$ cat src/rtl/mem_port_arbiter.sv
// Round-robin sharing of one write port and one combinational read port between two clients each; grants same cycle.
// Read data returns registered one cycle after grant; losers hold req and win next cycle, ports never block each other.
module mem_port_arbiter #(
  parameter int DATA_WIDTH = 256,
  parameter int ADDR_WIDTH = 10,
  parameter bit BYPASS     = 1'b1
) (
  input  logic                    clk,
  input  logic                    rst_n,
  input  logic [1:0]              wr_req,
  input  logic [2*ADDR_WIDTH-1:0] wr_addr,
  input  logic [2*DATA_WIDTH-1:0] wr_data,
  output logic [1:0]              wr_gnt,
  input  logic [1:0]              rd_req,
  input  logic [2*ADDR_WIDTH-1:0] rd_addr,
  output logic [1:0]              rd_gnt,
  output logic [1:0]              rd_valid,
  output logic [DATA_WIDTH-1:0]   rd_data,
  output logic                    mem_w_en,
  output logic [ADDR_WIDTH-1:0]   mem_w_addr,
  output logic [DATA_WIDTH-1:0]   mem_w_data,
  output logic [ADDR_WIDTH-1:0]   mem_r_addr,
  input  logic [DATA_WIDTH-1:0]   mem_r_data
);

  logic                  wr_prio_q, wr_prio_d;
  logic                  rd_prio_q, rd_prio_d;
  logic [1:0]            rd_valid_q, rd_valid_d;
  logic [DATA_WIDTH-1:0] rd_data_q, rd_data_d;
  logic                  collide;

  // Grants are forced low during reset so nothing reaches the memory.
  always_comb begin
    wr_gnt = 2'b00;
    rd_gnt = 2'b00;
    if (rst_n) begin
      if (wr_req == 2'b11) wr_gnt = wr_prio_q ? 2'b10 : 2'b01;
      else                 wr_gnt = wr_req;
      if (rd_req == 2'b11) rd_gnt = rd_prio_q ? 2'b10 : 2'b01;
      else                 rd_gnt = rd_req;
    end
  end

  // Pointer moves to the client that did not win, so a waiting loser goes next.
  always_comb begin
    wr_prio_d = wr_prio_q;
    rd_prio_d = rd_prio_q;
    if (wr_gnt[0])      wr_prio_d = 1'b1;
    else if (wr_gnt[1]) wr_prio_d = 1'b0;
    if (rd_gnt[0])      rd_prio_d = 1'b1;
    else if (rd_gnt[1]) rd_prio_d = 1'b0;
  end

  always_comb begin
    mem_w_en   = |wr_gnt;
    mem_w_addr = wr_gnt[1] ? wr_addr[ADDR_WIDTH +: ADDR_WIDTH] : wr_addr[0 +: ADDR_WIDTH];
    mem_w_data = wr_gnt[1] ? wr_data[DATA_WIDTH +: DATA_WIDTH] : wr_data[0 +: DATA_WIDTH];
    mem_r_addr = rd_gnt[1] ? rd_addr[ADDR_WIDTH +: ADDR_WIDTH] : rd_addr[0 +: ADDR_WIDTH];
  end

  assign collide = mem_w_en && (|rd_gnt) && (mem_w_addr == mem_r_addr);

  always_comb begin
    rd_valid_d = rd_gnt;
    rd_data_d  = rd_data_q;
    if (|rd_gnt) begin
      if (BYPASS && collide) rd_data_d = mem_w_data;
      else                   rd_data_d = mem_r_data;
    end
  end

  always_ff @(posedge clk or negedge rst_n) begin
    if (!rst_n) begin
      wr_prio_q  <= 1'b0;
      rd_prio_q  <= 1'b0;
      rd_valid_q <= 2'b00;
      rd_data_q  <= '0;
    end else begin
      wr_prio_q  <= wr_prio_d;
      rd_prio_q  <= rd_prio_d;
      rd_valid_q <= rd_valid_d;
      rd_data_q  <= rd_data_d;
    end
  end

  assign rd_valid = rd_valid_q;
  assign rd_data  = rd_data_q;

endmodule

$ cat config.mk
export PLATFORM = sky130hd
export DESIGN_NAME = mem_port_arbiter
export DESIGN_NICKNAME = d
export VERILOG_FILES = /design/src/rtl/mem_port_arbiter.sv
export SDC_FILE = /design/constraint.sdc
export NUM_CORES = 1
export LEC_CHECK = 0
export BUFFER_PORTS_ARGS = -buffer_cell sky130_fd_sc_hd__buf_2
export CORE_AREA = 2 2 528 530
export CTS_CLUSTER_DIAMETER = 30
export CTS_CLUSTER_SIZE = 14
export DETAILED_ROUTE_END_ITERATION = 8
export DIE_AREA = 0 0 530 532
export GPL_TIMING_DRIVEN = 0
export HOLD_SLACK_MARGIN = 0.12
export PLACE_DENSITY = 0.3
export SLEW_MARGIN = 20
export SYNTH_ARGS = -nofsm -noshare
export SYNTH_HDL_FRONTEND = slang
export SYNTH_SLANG_ARGS = --single-unit
$ cat constraint.sdc
create_clock -name clk -period 4.5 [get_ports clk]
set_input_delay 0.675 -clock clk [delete_from_list [all_inputs] [get_ports clk]]
set_output_delay 0.675 -clock clk [all_outputs]
set_load 0.02 [all_outputs]
==> results.sh <==
export IMPL_rsz0062_at_grt="false"
export IMPL_worst_setup_path_type="register to output pin"
export IMPL_fin_setup_tns_ns=0
export IMPL_coreArea_um2=276000
export IMPL_grt_usage_pct=16.1
export IMPL_p_sw_share_pct=37.0
export IMPL_drive_gt1_share_pct=40.0
export IMPL_pwr_share_seq_pct=17.5
export IMPL_drcViolationCount=0
export IMPL_finalCritPeriodShare_pct=93.8
export IMPL_cp_slowest_cell="dfrtp_1"
export IMPL_path_clk_slew_ns=0.04
export IMPL_hold_viol=0
export IMPL_grt_pass1_vias=30200
export IMPL_routed_via_density=3.54
export IMPL_area_growth_pct=96.3
export IMPL_slew_headroom_pct=36.4
export IMPL_drtPass1Iterations=5
export IMPL_required_ns=3.83
export IMPL_finalClockSkew_ns=0.0438
export IMPL_clkLatencyLatePin_ns=0.77
export IMPL_clockBufferDepth=4
export IMPL_cts_tree="yes"
export IMPL_dr_wl_met3_mm=25.1
export IMPL_io_buffers=1352
export IMPL_grt_max_degree=70
export IMPL_total_leakage_power_nw=18.2
export IMPL_max_freq_mhz=237
export IMPL_utilization_pct=13.3
export IMPL_fin_nets=5175
export IMPL_synth_avg_cell_area_um2=6.90
export IMPL_vias=29100
export IMPL_worstPathArrival_ns=3.54
export IMPL_numCtsBuffers=134
export IMPL_fin_area_um2=36600
export IMPL_synth_cell_types=32
export IMPL_place_hpwl_mm=201
export IMPL_ir_drop_uv=243
export IMPL_synthCells=2704
export IMPL_cp_top_family="buffers and inverters"
export IMPL_grt_overflow_total=0
export IMPL_p_sw_w=0.00595
export IMPL_clock_power_share_pct=54.7
export IMPL_cts_sink_count=260
export IMPL_place_gp_congestion=0.968
export IMPL_crit_fanout=10
export IMPL_drtIter0Drc=1650
export IMPL_top_layer_used="met5"
export IMPL_placed_area_um2=30300
export IMPL_route_met2_wl_mm=112
export IMPL_synthesis_nets=3518
export IMPL_combPwrFrac_pct=27.8
export IMPL_worst_hold_slack_ns=0.206
export IMPL_finalSetupViolCount=0
export IMPL_num_rows=193
export IMPL_timing_max_cap_violations=0
export IMPL_endpoint_kind="output pin"
export IMPL_yosys_warnings=0
export IMPL_initial_utilization_pct=6.77
export IMPL_die_w_um=530
export IMPL_grt_pass1_wl_mm=298
export IMPL_worstPathCellList="nand2b_2 -> nand2_4 -> inv_6 -> buf_8 -> clkbuf_4 -> buf_12 -> clkbuf_4 -> nand2_1 -> nand2_1 -> buf_2"
export IMPL_p_total_w=0.0161
export IMPL_yosysTopAreaCellShare_pct=34.9
export IMPL_ant_nets=0
export IMPL_dieArea_um2=282000
export IMPL_wire_per_inst_um=28.7
export IMPL_die_h_um=532
export IMPL_worst_path_buf_inv=6
export IMPL_routed_wirelength_mm=236
export IMPL_hp_class="primary input to register"
export IMPL_root_buffer="clkbuf_16"
export IMPL_ys_ff_latch=260
export IMPL_cpPeakStageDelay_ns=0.37
export IMPL_synth_seq_area_share_pct=34.9
export IMPL_cp_start_kind="register"
export IMPL_status="finished clean"
export IMPL_ctsHtreeMaxLevel=4
export IMPL_power_density_nw_per_um2=438
export IMPL_wl_met1_mm=86.1
export IMPL_cellInternalPower_w=0.0101
export IMPL_drv_slew=0
export IMPL_yosys_area_top_type="dfrtp_1"
export IMPL_post_cts_setup_buffer_count=0
export IMPL_final_min_clock_period_ns=4.22
export IMPL_synth_area_um2=18700
export IMPL_yosys_top_cells_area="dfrtp_1 (35%), nand2_1 (21%), a21o_1 (10%), nor4_1 (8.7%), a21oi_1 (6.9%)"
export IMPL_max_slew_worst_pin_slew_ns=0.944
export IMPL_ioPinCount=1353
export IMPL_antenna_found_initial=148
==> cell families (layout without fill, tap and decap cells) <==
group / Yosys count / after routing / synth area share, %
and+or+nand+nor: 1324 / 1324 / 30.5
other: 0 / 64 / 0
AOI/OAI and AO/OA: 816 / 816 / 25.8
DFF: 260 / 260 / 34.9
buffers and inverters: 295 / 2052 / 8.16
xor gates and xnor gates: 3 / 3 / 0.261
muxes: 6 / 6 / 0.402
==> synth_stat cells <==
cell	count
buf_6	30
nor2b_2	1
buf_1	4
inv_4	1
nor4_1	260
o21ai_0	15
nand3_1	7
xor2_2	3
o21a_1	7
nor2_1	1
a21boi_0	7
and2_1	1
nand2_2	1
nand2b_1	1
o21ai_1	257
dfrtp_1	260
a221oi_1	14
inv_1	1
nor3_2	1
buf_4	5
nand2_1	1041
a21o_1	258
nor2b_1	1
a21oi_1	258
mux2_4	2
mux2_2	4
buf_2	135
nand2_4	1
clkbuf_1	119
or3b_1	5
and4_1	1
or3b_2	2
==> routing by layer <==
metal / GRT usage, % / up-vias
met5: 0 / -
li1: - / 12900
met4: 8.08 / 102
met1: 17.1 / 14000
met3: 6.84 / 488
met2: 27.0 / 1704
==> final cells by class <==
type / instances / area, um2
Fill cell: 32500 / 239000
Buffer: 292 / 1570
Clock buffer: 217 / 4160
Inverter: 2 / 12.5
Multi-Input combinational cell: 2149 / 10600
Tap cell: 3705 / 4640
Clock inverter: 19 / 214
Timing Repair Buffer: 1522 / 8740
Sequential cell: 260 / 6510
Antenna cell: 64 / 160
==> worst register-to-register path, delay by kind of cell, from the launching register on <==
kind | cells | cell delay, ns
xor gates and xnor gates | 1 | 0.34
AOI/OAI and AO/OA | 2 | 0.50
buffers and inverters | 3 | 1.53
and+or+nand+nor | 3 | 0.64
muxes | 1 | 0.42
DFF | 1 | 0.38
==> cells in the final DEF, fill, tap and decap left out, drive strengths merged, types with 9 or more instances in the layout <==
master,n
clkinv,12
clkbuf,335
nor4,260
inv,9
dfrtp,260
diode,64
a221oi,14
dlygate4sd3,155
a21o,258
a21oi,258
nand2,1043
buf,1539
o21ai,272
==> sequential cells by signal, summed over array words and instances (netlist names) <==
register	count
wr_prio_q	1
rd_prio_q	1
rd_data	256
rd_valid	2
==> through the flow <==
step,cells,setup slack (ns)
after floorplan,2704,1.84
after CTS,8166,0.00924
after detailed placement,7770,-1.13
final,8230,0.280
after global placement,7761,-7.30
after global routing,8181,0.0906
==> power by group through the flow <==
stage | combinational (W) | clock [W] | sequential, W
2_1_floorplan | 0.00161 | 0 | 0.00313
3_3_place_gp | 0.00434 | 0 | 0.00283
3_5_place_dp | 0.00436 | 0 | 0.00283
4_1_cts | 0.00453 | 0.00904 | 0.00281
5_1_grt | 0.00474 | 0.00916 | 0.00284
6_report | 0.00446 | 0.00879 | 0.00281
==> path summary, 6_finish.rpt <==
kind | to | from | cells past startpoint | slack [ns]
worst max-delay path | mem_w_data[156] | wr_prio_q | 10 | 0.28
worst min-delay path | rd_data[178] | mem_r_data[178] | 3 | 0.21
worst max register to register | rd_data[116] | rd_prio_q | 10 | 0.62
worst min register to register | rd_data[108] | rd_data[108] | 2 | 0.47
max in group asynchronous | rd_data[145] | rst_n | 4 | 2.97
min in group asynchronous | rd_data[71] | rst_n | 4 | 0.72
==> timing repair <==
action | in CTS | in global routing
hold endpoints to repair | 243 | 0
endpoints found under the setup margin | 288 | 18
gates cloned | 2 | 0
hold buffers | 159 | 0
resized for setup | 29 | 7
Note: power is estimated with default switching activity, not from simulation.
